[config.mk]
export PLATFORM = sky130hd
export DESIGN_NAME = vector_list_sequencer
export DESIGN_NICKNAME = d
export VERILOG_FILES = /design/src/rtl/vector_list_sequencer.sv
export SDC_FILE = /design/constraint.sdc
export NUM_CORES = 1
export LEC_CHECK = 0
export ABC_AREA = 1
export CAP_MARGIN = 5
export CORE_MARGIN = 5
export CORE_UTILIZATION = 50
export CTS_BUF_LIST = sky130_fd_sc_hd__clkbuf_4 sky130_fd_sc_hd__clkbuf_8
export CTS_CLUSTER_SIZE = 24
export DETAILED_ROUTE_END_ITERATION = 8
export PLACE_DENSITY = 0.84
export SYNTH_ARGS = -nofsm -noshare
export SYNTH_HDL_FRONTEND = slang
export SYNTH_SLANG_ARGS = --single-unit
[constraint.sdc]
create_clock -name clk -period 2.8 [get_ports clk]
set_input_delay 0.7 -clock clk [delete_from_list [all_inputs] [get_ports clk]]
set_output_delay 0.7 -clock clk [all_outputs]
set_load 0.05 [all_outputs]
[src/rtl/vector_list_sequencer.sv]
// Vector list sequencer: walks an {op,x,y} command list once per frame and feeds segments to a line drawer.
// Optional macro VECTOR_SEQ_BLANK_EN adds o_blank and turns POS into a blanked segment.
module vector_list_sequencer #(
   parameter int OUT_WIDTH   = 8,
   parameter int ADDR_WIDTH  = 10,
   parameter int MEM_LATENCY = 1,
   parameter int FRAME_MIN   = 0,
   parameter int FRAME_MAX   = 255
) (
   input  logic                   clk,
   input  logic                   rst,
   input  logic                   enable,
   input  logic                   frame_start,
   output logic [ADDR_WIDTH-1:0]  mem_addr,
   output logic                   mem_rd,
   input  logic [2*OUT_WIDTH+1:0] mem_data,
   input  logic                   busy,
   output logic                   go,
   output logic [OUT_WIDTH-1:0]   o_start_x,
   output logic [OUT_WIDTH-1:0]   o_start_y,
   output logic [OUT_WIDTH-1:0]   o_end_x,
   output logic [OUT_WIDTH-1:0]   o_end_y,
`ifdef VECTOR_SEQ_BLANK_EN
   output logic                   o_blank,
`endif
   output logic                   frame_done,
   output logic                   frame_overrun
);
   localparam int W = OUT_WIDTH;
   localparam logic [W-1:0] FMIN     = W'(FRAME_MIN);
   localparam logic [W-1:0] FMAX     = W'(FRAME_MAX);
   localparam logic [1:0]   LAT_LAST = 2'(MEM_LATENCY - 1);
   localparam logic [1:0]   OP_POS = 2'b01, OP_DRAW = 2'b10, OP_END = 2'b11;

   typedef enum logic [2:0] {S_IDLE, S_FETCH, S_WAITMEM, S_DECODE, S_GO, S_WAITDRAW, S_DONE} state_t;
   state_t state, state_n;

   logic [ADDR_WIDTH-1:0] addr;
   logic [1:0]            lat_cnt;
   logic [2*W+1:0]        word_q;
   logic [W-1:0]          cur_x, cur_y, seg_sx, seg_sy, seg_ex, seg_ey;
   logic [W-1:0]          xc, yc, nx_sx, nx_sy, nx_ex, nx_ey;
   logic [1:0]            op;
   logic                  pending, wd_first, is_move, is_seg, end_hit, outside, decode_move;
   logic                  fin, issue, restart, advance, enter_done, capture, clr_pend;

   function automatic logic [W-1:0] clamp(input logic [W-1:0] v);
      return (v <= FMIN) ? FMIN : ((v >= FMAX) ? FMAX : v);
   endfunction

   assign op          = word_q[2*W+1 -: 2];
   assign xc          = clamp(word_q[2*W-1 -: W]);
   assign yc          = clamp(word_q[W-1:0]);
   assign is_move     = (op == OP_POS) || (op == OP_DRAW);
   assign decode_move = (state == S_DECODE) && !pending && is_move;
   assign end_hit     = (state == S_DECODE) && !pending && (op == OP_END);
   assign outside     = (state != S_IDLE) && (state != S_DONE);
   assign mem_addr    = addr;

   // A segment issued straight from DECODE has not yet landed in seg_*
   assign nx_sx = (state == S_DECODE) ? cur_x : seg_sx;
   assign nx_sy = (state == S_DECODE) ? cur_y : seg_sy;
   assign nx_ex = (state == S_DECODE) ? xc    : seg_ex;
   assign nx_ey = (state == S_DECODE) ? yc    : seg_ey;

`ifdef VECTOR_SEQ_BLANK_EN
   logic seg_blank, nx_blank;
   assign is_seg   = is_move;
   assign nx_blank = (state == S_DECODE) ? (op == OP_POS) : seg_blank;

   always_ff @(posedge clk or negedge rst) begin
      if (!rst) begin
         seg_blank <= 1'b0;
         o_blank   <= 1'b0;
      end else begin
         if (decode_move) seg_blank <= (op == OP_POS);
         if (issue)       o_blank   <= nx_blank;
      end
   end
`else
   assign is_seg = (op == OP_DRAW);
`endif

   always_ff @(posedge clk or negedge rst) begin
      if (!rst) state <= S_IDLE;
      else      state <= state_n;
   end

   always_comb begin
      state_n    = state;
      mem_rd     = 1'b0;
      issue      = 1'b0;
      restart    = 1'b0;
      advance    = 1'b0;
      enter_done = 1'b0;
      capture    = 1'b0;
      clr_pend   = 1'b0;
      fin        = 1'b0;
      case (state)
         S_IDLE:    if (frame_start && enable) begin restart = 1'b1; state_n = S_FETCH; end
         S_FETCH:   begin mem_rd = 1'b1; state_n = S_WAITMEM; end
         S_WAITMEM: if (lat_cnt == LAT_LAST) begin capture = 1'b1; state_n = S_DECODE; end
         S_DECODE:
            if (pending) fin = 1'b1;
            else if (op == OP_END) begin enter_done = 1'b1; state_n = S_DONE; end
            else if (is_seg) begin
               if (!busy) begin issue = 1'b1; state_n = S_WAITDRAW; end
               else state_n = S_GO;
            end else fin = 1'b1;
         S_GO:       if (!busy) begin issue = 1'b1; state_n = S_WAITDRAW; end
         // first WAITDRAW cycle is the drawer's busy latency
         S_WAITDRAW: if (!wd_first && !busy) fin = 1'b1;
         S_DONE:     if ((frame_start || pending) && enable) begin restart = 1'b1; state_n = S_FETCH; end
         default:    state_n = S_IDLE;
      endcase
      if (fin) begin
         if (pending || frame_start) begin
            clr_pend = 1'b1;
            if (enable) begin restart = 1'b1; state_n = S_FETCH; end
            else state_n = S_IDLE;
         end else if (&addr) begin
            enter_done = 1'b1;
            state_n    = S_DONE;
         end else if (enable) begin
            advance = 1'b1;
            state_n = S_FETCH;
         end else state_n = S_IDLE;
      end
   end

   always_ff @(posedge clk or negedge rst) begin
      if (!rst) begin
         addr          <= '0;
         lat_cnt       <= '0;
         word_q        <= '0;
         cur_x         <= FMIN;
         cur_y         <= FMIN;
         seg_sx        <= '0;
         seg_sy        <= '0;
         seg_ex        <= '0;
         seg_ey        <= '0;
         pending       <= 1'b0;
         wd_first      <= 1'b0;
         go            <= 1'b0;
         o_start_x     <= '0;
         o_start_y     <= '0;
         o_end_x       <= '0;
         o_end_y       <= '0;
         frame_done    <= 1'b0;
         frame_overrun <= 1'b0;
      end else begin
         go         <= issue;
         wd_first   <= issue;
         frame_done <= enter_done;
         lat_cnt    <= (state == S_WAITMEM) ? lat_cnt + 2'd1 : 2'd0;
         if (capture) word_q <= mem_data;
         if (decode_move) begin
            seg_sx <= cur_x;
            seg_sy <= cur_y;
            seg_ex <= xc;
            seg_ey <= yc;
            cur_x  <= xc;
            cur_y  <= yc;
         end
         if (issue) begin
            o_start_x <= nx_sx;
            o_start_y <= nx_sy;
            o_end_x   <= nx_ex;
            o_end_y   <= nx_ey;
         end
         // restart comes last so it overrides a same-cycle cursor move
         if (restart) begin
            addr  <= '0;
            cur_x <= FMIN;
            cur_y <= FMIN;
         end else if (advance) addr <= addr + ADDR_WIDTH'(1);
         else if (enter_done)  addr <= '0;
         if (restart || clr_pend)           pending <= 1'b0;
         else if (frame_start && outside)   pending <= 1'b1;
         if (frame_start && outside && !end_hit) frame_overrun <= 1'b1;
      end
   end
endmodule

Word-level counts from Yosys, hierarchy flattened. Cells that the tools add are included. Widths: inputs -> output; s select.

Muxes and demuxes: 62. $add $sub $neg: 2. Eq/ne operators: 17. Reduce and logical (&&, ||, !) cells: 24. Magnitude comparators: 4.

Operator list (count): $mux 8 (12); $mux 1 (32); $mux 10 (3); $mux 3 (10); $pmux 3 s7 (1); $ne 3x3->1 const B (6); $ge 8x8->1 const B (2); $le 8x1->1 const B (2); $add 10x1->10 const B (1); $reduce_and 10->1 (1); $eq 3x3->1 const B (3); $logic_and 1x1->1 (9); $reduce_and 7->1 (1); $eq 3x2->1 const B (2); $pmux 1 s2 (3); $reduce_bool 3->1 (2); $eq 2x2->1 const B (2); $logic_not 1->1 (4); $ne 4x3->1 const B (1); $reduce_bool 2->1 (2); $eq 3x1->1 const B (1); $logic_not 3->1 (1); $logic_or 1x1->1 (3); $add 2x1->2 const B (1); 4 further kinds (4).

Bits of input ports: 23. Logic and storage cells: 127. Flip-flop bits (word level): 117.

Depth between registers and ports, before layout. Gate-level depths: netlist of run 1.

Word-level depth: 10. Depth in mapped cells: 11. Depth with buffers taken out: 10.

Worst setup path after synthesis of run 1. OpenSTA, ideal clock, no wires.

Kind: register to output. Start point: register state[2]. End point: output mem_rd. Stages on the path, launching flop included: 3. Data arrival time: 1645 ps. Buffers on the path: 1. Slack: 455 ps. Cell sequence: dfrtp_1 -> buf_4 -> nor3_1.

Cells in the longest elaborated chain, start to end: 2.

Ends and longest elaborated chain: start: declaration (line 36) `state_t state, state_n;`; start signal: assignment (line 86) `else state <= state_n;`; $eq 3x1->1 (line 99) `case (state)`; $mux 1 (line 99); end: declaration (line 15) `output logic mem_rd,`.

No other way between the ends.

Final worst setup path of run 1.
Start point: register addr[5], in the netlist mem_addr[5]. End point: output mem_addr[5].

RTL lines: start: declaration (line 38) `logic [ADDR_WIDTH-1:0] addr;`; start signal: assignment (line 176) `end else if (advance) addr <= addr + ADDR_WIDTH'(1);`; end: declaration (line 14) `output logic [ADDR_WIDTH-1:0] mem_addr,`.

No word-level cell between the ends.

==> impl_metrics.json, run 1 <==
{
  "peakVddDrop_mv": 0.7806,
  "routed_via_density": 5.093,
  "port_buffers": 68,
  "max_cap_violations": 0,
  "root_buffer": "clkbuf_8",
  "grt_overflow": 0,
  "cp-start-kind": "flop",
  "rsz0062_at_grt": "no",
  "path_max_fanout": 9,
  "detail_route.iter0.violations": 254,
  "grt_max_degree": 66,
  "post-route-period-util_pct": 88.98,
  "synth.avg_cell_area_um2": 8.760,
  "r2r_setup_slack_ns": 0.82,
  "r2r_start": "mem_addr[0]",
  "power.density_mw_per_mm2": 1204,
  "cts_buffers": 17,
  "largest_reg_flops": 18,
  "crit_type": "reg2out",
  "clock_sinks": 117,
  "ioPinCount": 69,
  "cp.required_ns": 2.10,
  "seq_power_share_pct": 36.5,
  "ys_types": 31,
  "p_comb_share_pct": 41.7,
  "final_util_pct": 63.27,
  "max_freq_mhz": 401.4,
  "cp-end-kind": "primary output",
  "dieHeight_um": 112.6,
  "gr-usage-all-layers_pct": 18.62,
  "swShare_pct": 41.70,
  "initial_core_util_pct": 51.23,
  "ant_nets": 0,
  "hold_path_class": "in2async",
  "clockBufferDepth": 2,
  "slowest_stage": "clkdlybuf4s50_1",
  "syn_nets": 628,
  "crit_chain": "clkdlybuf4s50_1",
  "yosys_warnings": 0,
  "globalplace.congestion": 0.9462,
  "worst_slack_ns": 0.3086,
  "worstSkewPairLatency_ns": 0.42,
  "syn_area_mm2": 0.005265,
  "power_switching_mw": 3.266,
  "setup_viol": 0,
  "power.internal_mw": 4.566,
  "regMostFlops": "word_q",
  "status": "finished, final reports clean",
  "rows": 37,
  "core_mm2": 0.01028,
  "slew_violations": 0,
  "critPathMaxStageDelay_ns": 0.86,
  "clkSlewWorstSetupHoldPaths_ns": 0.07,
  "worstRegToRegCells": 9,
  "worst_slew_pin_slew_ns": 0.5452,
  "dieArea_mm2": 0.01268,
  "crit_family": "buffers and inverters",
  "num_antenna_cells": 0,
  "wl_per_cell_um": 13.76,
  "grt_pass1_wl_um": 19180,
  "synthFlopType": "dfrtp_1",
  "path_buf_inv": 1,
  "drt_first_pass_iters": 5,
  "grt_antenna_before_repair": 0,
  "dpl_worst_slack_ns": 0.4168,
  "htreeDepth": 4,
  "power_frac_clock_pct": 21.9,
  "nets": 696,
  "cts_tree": "yes",
  "synth_edf_count": 0,
  "post-route-min-period_ns": 2.491,
  "dr_total_vias": 4166,
  "drcViolationCount": 0,
  "r2r_end": "mem_addr[2]",
  "wirelength_um": 11250,
  "synthCells": 601,
  "fin_skew_ns": 0.007382,
  "hold_violations": 0,
  "timing.setup.tns_ns": 0,
  "worstPathArrival_ns": 1.79,
  "cellLeakagePower_nw": 3.031,
  "ys_async_sr_fraction_pct": 100.0,
  "drive_above_1_share_pct": 12.46,
  "grt_pass1_vias": 4140,
  "ys_ff_latch": 117,
  "slew-limit-headroom_pct": 63.54,
  "postCtsHoldBufs": 0,
  "die_w_um": 112.6,
  "yosysSeqAreaShare_pct": 55.61,
  "syn2layout_area_growth_pct": 23.50,
  "dp_hpwl_um": 7650
}
-- routing by layer --
metal	wire length, um	GRT usage [%]	part of all wire [%]	vias up
met5	0	0	0	-
met2	5290	28.63	47	143
met3	662	3.612	5.9	25
met4	243	9.375	2.2	0
met1	5056	25.24	45	1952
li1	-	-	-	2046
-- stage by stage --
stage	total power [mW]	cells	hold WS (ns)	instance area, um2
after floorplan	5.125	601	0.4023	5265
after global placement	6.004	786	0.4115	6053
after detailed placement	6.130	786	0.4220	6053
after CTS	7.880	818	0.2199	6502
after global routing	8.332	818	0.2495	6502
final	7.832	818	0.2180	6502
-- synth_stat cells (4+ instances only) --
master,instances,area (um2)
a21oi_1,26,130.1
a21oi_2,13,113.9
buf_2,4,20.02
buf_4,6,45.04
clkbuf_1,10,37.54
dfrtp_1,117,2928
ha_1,4,50.05
inv_1,56,210.2
mux2_2,17,191.4
nand2_1,190,713.2
nand3_1,27,135.1
nor2_1,39,146.4
o21ai_0,58,290.3
-- power groups by stage --
| stage | sequential, mW | clock (mW) | combinational, mW |
|---|---|---|---|
| floorplan | 3.60 | 0 | 1.53 |
| global placement | 2.83 | 0 | 3.18 |
| detailed placement | 2.87 | 0 | 3.26 |
| CTS | 2.85 | 1.74 | 3.29 |
| global route | 2.95 | 1.82 | 3.57 |
| finish | 2.86 | 1.71 | 3.26 |
-- placed cells by master (no fill, tap or decap), types with 3 or more instances in the layout --
cell type,synthesis,layout
clkbuf_8,0,20
dfrtp_1,117,117
mux2_2,17,17
clkinv_2,0,3
inv_1,56,56
clkinvlp_4,0,3
buf_4,6,7
nand3_1,27,27
ha_1,4,4
clkdlybuf4s50_1,0,66
a21oi_1,26,26
nor2_1,39,39
nor3_1,3,3
inv_2,3,3
bufinv_16,0,4
a21oi_2,13,13
nand2_1,190,190
o21ai_0,58,58
-- layout make-up --
type	count	area, um2
flip-flops and latches	117	2928
fillers	835	3775
inverters	60	227.7
clock inverters	12	175.2
repair buffers	76	762.0
well taps	136	170.2
multi-input cells	397	1964
clock buffers	20	275.3
-- cells by family (layout without fill, tap and decap cells) --
kind of cell | after synthesis | in the layout | synth area share, %
muxes | 17 | 17 | 3.636
and+or+nand+nor | 272 | 272 | 21.39
DFF | 117 | 117 | 55.61
adders and majority gates | 4 | 4 | 0.9506
AOI/OAI and AO/OA | 104 | 104 | 11.19
buffers and inverters | 87 | 168 | 7.224
-- worst max path at each step --
stage	startpoint	to	slack (ns)	cells after the start
5_1_grt	state[2]	mem_rd	0.20	2
6_report	mem_addr[5]	mem_addr[5]	0.31	1
3_3_place_gp	state[2]	mem_rd	0.48	2
4_1_cts	mem_addr[5]	mem_addr[5]	0.28	1
3_5_place_dp	busy	mem_addr[1]	0.42	9
2_1_floorplan	state[2]	mem_rd	0.46	2
-- what timing repair did --
action	4_1_cts	5_1_grt
setup endpoints to repair	1	0
gates resized for setup	1	0
buffers inserted	0	0
No activity file was read; power rests on OpenSTA's default activity.
==> run 2, diff against run 1 <==
--- a/config.mk
+++ b/config.mk
@@ -13,6 +13,7 @@
 export CTS_CLUSTER_SIZE = 24
 export DETAILED_ROUTE_END_ITERATION = 8
 export PLACE_DENSITY = 0.84
+export REMOVE_ABC_BUFFERS = 1
 export SYNTH_ARGS = -nofsm -noshare
 export SYNTH_HDL_FRONTEND = slang
 export SYNTH_SLANG_ARGS = --single-unit
==> run 2 against run 1 <==
Non-clock buffer count did not move. Core utilization fell by 0.61 points. Register-to-register slack got worse by 0.13 ns. Cell area fell by 0.96%. Sequential share of layout area rose by 0.44 points. Maximum frequency fell by 2.4%. Largest cell class unchanged. Wire length barely moved. Flip-flop and latch count did not move. Global-route usage fell by 0.25 points. Clock-buffer cell count rose by 1.
==> impl_metrics.json, run 2 (synthesis gave the netlist of run 1 again) <==
{
  "post-cts-setup-buffers": 0,
  "gr-usage-all-layers_pct": 18.37,
  "r2r_setup_slack_ns": 0.69,
  "num_antenna_cells": 0,
  "worstRegToRegCells": 10,
  "initial_core_util_pct": 51.23,
  "post_cts_resized": 1,
  "drt_first_pass_iters": 5,
  "met1_length_um": 4857,
  "regMostFlops": "word_q",
  "total_power_mw": 7.602,
  "layout_commonest_cell": "nand2_1",
  "setup_viol": 0,
  "power.density_mw_per_mm2": 1180,
  "crit_family": "buffers and inverters",
  "worst_slew_pin_slew_ns": 0.5785,
  "fillers": 848,
  "cts_tree": "yes",
  "status": "finished, final reports clean",
  "largest_reg_flops": 18,
  "detail_route.iter0.violations": 218,
  "hold_violations": 0,
  "crit_type": "reg2out",
  "max_freq_mhz": 391.8,
  "path_buf_inv": 1,
  "wirelength_um": 11260,
  "grt_pass1_vias": 4200,
  "wl_met3_um": 692,
  "regArea_mm2": 0.002928,
  "cp.required_ns": 2.10,
  "max_cap_violations": 0,
  "postCtsHoldBufs": 0,
  "peakVddDrop_mv": 0.7189,
  "grt_antenna_before_repair": 0,
  "syn2layout_area_growth_pct": 22.31,
  "root_buffer": "clkbuf_8",
  "clockBufferDepth": 2,
  "cp-end-kind": "primary output",
  "post-route-min-period_ns": 2.552,
  "hold_path_class": "in2async",
  "ioPinCount": 69,
  "slowest_stage": "dlygate4sd2_1",
  "drcViolationCount": 0,
  "crit_chain": "nor3_1 > dlygate4sd2_1",
  "maxUsedRoutingLayer": "met4",
  "fin_skew_ns": 0.006128,
  "dieHeight_um": 112.6,
  "slew-limit-headroom_pct": 61.43,
  "rows": 37,
  "grt_max_degree": 65,
  "clock_sinks": 117,
  "nets": 696,
  "r2r_end": "mem_addr[9]",
  "grt_overflow": 0,
  "post-route-period-util_pct": 91.15,
  "routed_via_density": 5.152,
  "drive_above_1_share_pct": 12.33,
  "dp_hpwl_um": 7474,
  "r2r_start": "state[1]",
  "worstSkewPairLatency_ns": 0.42,
  "dieArea_mm2": 0.01268,
  "slew_violations": 0,
  "path_max_fanout": 9,
  "grt_pass1_wl_um": 19180,
  "placed_cells": 786,
  "globalplace.congestion": 0.8527,
  "die_w_um": 112.6,
  "dr_wl_met2_um": 5489,
  "worstPathArrival_ns": 1.85,
  "ant_nets": 0,
  "multi_input_area_mm2": 0.001964,
  "core_mm2": 0.01028,
  "final_cell_mix": "190 x nand2_1, 117 x dfrtp_1, 66 x clkdlybuf4s50_1, 58 x o21ai_0, 56 x inv_1",
  "port_buffers": 68,
  "final_cells": 817,
  "wl_per_cell_um": 13.78,
  "rsz0062_at_grt": "no",
  "htreeDepth": 4,
  "cts_buffers": 17,
  "cp-start-kind": "flop",
  "cellLeakagePower_nw": 3.010,
  "clkSlewWorstSetupHoldPaths_ns": 0.07,
  "dr_total_vias": 4209,
  "critPathMaxStageDelay_ns": 0.58,
  "holdWs_ns": 0.2774
}
[run 2: cell types whose count changed in the layout (fill, tap and decap cells not counted), sizes merged]
cell      delta
bufinv       -2
clkinv       +2
clkinvlp     -1
inv          -1
clkbuf       +1
[run 2: final cells by class]
| class | instances | area share, % |
|---|---|---|
| Sequential cell | 117 | 45.46 |
| Multi-Input combinational cell | 397 | 30.50 |
| Timing Repair Buffer | 76 | 11.83 |
| Clock buffer | 21 | 4.391 |
| Inverter | 60 | 3.536 |
| Tap cell | 136 | 2.642 |
| Clock inverter | 10 | 1.632 |
[run 2: worst max-delay path by stage]
stage	from	slack [ns]	end	depth (start not counted)
after floorplan	state[1]	-0.18	o_end_x[0]	7
after global placement	state[2]	0.47	mem_rd	2
after detailed placement	busy	0.37	mem_addr[9]	9
after CTS	state[2]	0.24	mem_rd	2
after global routing	state[2]	0.17	mem_rd	2
final	state[2]	0.25	mem_rd	2
[run 2: power by group]
part,internal (mW),switching (mW),leakage (nW)
Clock,0.856,0.643,0.200
Combinational,1.14,2.12,1.32
Sequential,2.39,0.457,1.49
Total,4.38,3.22,3.01
[run 2: routing by layer]
layer / track usage [%] / up-vias
met3: 6.523 / 33
li1: - / 2051
met2: 29.86 / 133
met1: 23.19 / 1992
met4: 5.449 / 0
met5: 0 / -
[run 2: worst reg2reg max path, delay by kind of cell (launching register included)]
family / cells / cell delay (ns)
simple gates: 7 / 0.82
flops: 1 / 0.49
buf+inv: 3 / 0.72
[run 2: through the flow]
| stage | util (%) | setup slack, ns | instance area, um2 | setup TNS [ns] |
|---|---|---|---|---|
| after floorplan | - | -0.1758 | 5112 | -5.367 |
| after global placement | 58.90 | 0.4667 | 6053 | 0 |
| after detailed placement | 58.90 | 0.3657 | 6053 | 0 |
| after CTS | 62.66 | 0.2381 | 6440 | 0 |
| after global routing | 62.66 | 0.1745 | 6440 | 0 |
| final | 62.66 | 0.2477 | 6440 | 0 |
==> run 3, diff against run 2 <==
--- a/config.mk
+++ b/config.mk
@@ -7,7 +7,7 @@
 export LEC_CHECK = 0
 export ABC_AREA = 1
 export CAP_MARGIN = 5
-export CORE_MARGIN = 5
+export CORE_MARGIN = 4
 export CORE_UTILIZATION = 50
 export CTS_BUF_LIST = sky130_fd_sc_hd__clkbuf_4 sky130_fd_sc_hd__clkbuf_8
 export CTS_CLUSTER_SIZE = 24
==> run 3 against run 2 <==
Sequential share of layout area is 0.14 points lower. Clock skew is 0.0023 ns higher. Worst hold slack worse by 0.018 ns. Core utilization is 0.19 points higher. Largest power group unchanged. Highest routed layer unchanged.
==> impl_metrics.json, run 3 (synthesis gave the netlist of run 1 again) <==
{
  "root_buffer": "clkbuf_8",
  "dr_total_vias": 4160,
  "core_mm2": 0.01028,
  "max_freq_mhz": 401.9,
  "p_comb_share_pct": 42.5,
  "wirelength_um": 11020,
  "dp_hpwl_um": 7352,
  "dr_wl_met2_um": 5357,
  "power_switching_mw": 3.208,
  "rsz0062_at_grt": "no",
  "grt_antenna_before_repair": 0,
  "post-cts-setup-buffers": 0,
  "post-route-min-period_ns": 2.488,
  "setup_viol": 0,
  "final_cell_mix": "190 x nand2_1, 117 x dfrtp_1, 66 x clkdlybuf4s50_1, 58 x o21ai_0, 56 x inv_1",
  "layout_commonest_cell": "nand2_1",
  "fillers": 879,
  "status": "finished, final reports clean",
  "cp-startpoint": "state[2]",
  "cts_tree": "yes",
  "dieArea_mm2": 0.01224,
  "r2r_setup_slack_ns": 0.65,
  "worst_slew_pin_slew_ns": 0.6001,
  "grt_overflow": 0,
  "clkSlewWorstSetupHoldPaths_ns": 0.07,
  "nets": 696,
  "cp.required_ns": 2.10,
  "holdWs_ns": 0.2593,
  "total_power_mw": 7.603,
  "htreeDepth": 4,
  "post-route-period-util_pct": 88.86,
  "initial_core_util_pct": 51.23,
  "fin_skew_ns": 0.008452,
  "worstPathArrival_ns": 1.79,
  "grt_pass1_wl_um": 19440,
  "wl_per_cell_um": 13.47,
  "ioPinCount": 69,
  "dieHeight_um": 110.6,
  "detail_route.iter0.violations": 297,
  "wl_met3_um": 701,
  "hold_violations": 0,
  "postCtsHoldBufs": 0,
  "cp-end-kind": "primary output",
  "clock_sinks": 117,
  "power_frac_clock_pct": 20.3,
  "drive_above_1_share_pct": 12.46,
  "die_w_um": 110.6,
  "crit_type": "reg2out",
  "syn2layout_area_growth_pct": 22.69,
  "hold_path_class": "in2async",
  "drcViolationCount": 0,
  "timing.setup.tns_ns": 0,
  "slew_violations": 0,
  "swShare_pct": 42.19,
  "placed_area_mm2": 0.006053,
  "largest_reg_flops": 18,
  "post_cts_resized": 1,
  "cellLeakagePower_nw": 3.004,
  "dpl_worst_slack_ns": 0.2693,
  "final_area_mm2": 0.006460,
  "num_antenna_cells": 0,
  "drt_first_pass_iters": 4,
  "seq_power_share_pct": 37.2,
  "worstSkewPairLatency_ns": 0.42,
  "routed_via_density": 5.086,
  "port_buffers": 68,
  "maxUsedRoutingLayer": "met4",
  "clockBufferDepth": 2,
  "max_cap_violations": 0,
  "regMostFlops": "word_q",
  "power.density_mw_per_mm2": 1177,
  "power.internal_mw": 4.396,
  "rows": 37,
  "cp-start-kind": "flop",
  "r2r_start": "state[1]",
  "critPathMaxStageDelay_ns": 0.56,
  "path_max_fanout": 9,
  "crit_chain": "nor3_1 > dlygate4sd2_1",
  "gr-usage-all-layers_pct": 19.32,
  "worst_slack_ns": 0.3119,
  "cts_buffers": 17,
  "met1_length_um": 4902,
  "globalplace.congestion": 0.8308,
  "grt_max_degree": 66,
  "peakVddDrop_mv": 0.6451,
  "grt_pass1_vias": 4140,
  "slowest_stage": "dlygate4sd2_1",
  "ant_nets": 0,
  "slew-limit-headroom_pct": 59.96
}
run 3: changes by cell type in the layout (fill, tap and decap cells not counted), sizes merged:
cell      before  now
clkinv         6    3
clkinvlp       2    5
inv           60   61
run 3: cell type report:
class / instances / area [um2] / area share, %
inverter: 60 / 227.7 / 3.525
multi-input combinational: 397 / 1964 / 30.41
clock buffer: 21 / 282.8 / 4.377
tap: 136 / 170.2 / 2.634
timing repair buffer: 76 / 762.0 / 11.80
sequential: 117 / 2928 / 45.32
clock inverter: 11 / 125.1 / 1.937
run 3: worst paths after layout:
check | endpoint | depth (start not counted)
max reg2reg | cur_y[1] | 8
min | o_start_x[4] | 1
min in group clk | lat_cnt[0] | 1
min reg2reg | lat_cnt[0] | 1
max | mem_rd | 2
max in group asynchronous | seg_sy[4] | 2
run 3: per-layer routing:
| layer | vias to the layer above | track usage [%] |
|---|---|---|
| met1 | 1979 | 25.54 |
| li1 | 2044 | - |
| met2 | 131 | 30.54 |
| met3 | 6 | 6.411 |
| met5 | - | 0 |
| met4 | 0 | 5.583 |
run 3: power by group through the flow:
stage	registers [mW]	logic (mW)	clock network [mW]
6_report	2.83	3.23	1.54
5_1_grt	2.91	3.56	1.66
4_1_cts	2.83	3.27	1.57
3_5_place_dp	2.86	3.26	0
3_3_place_gp	2.82	3.17	0
2_1_floorplan	3.62	1.44	0
run 3: metrics by stage:
stage	instances	util (%)
floorplan	574	-
global placement	786	58.90
detailed placement	786	58.90
CTS	818	62.86
global route	818	62.86
finish	818	62.86
run 3: worst max-delay path, delay by kind of cell (launching register included):
family        cells  cell delay (ns)
simple gates      1             0.29
buf+inv           1             0.56
flops             1             0.51
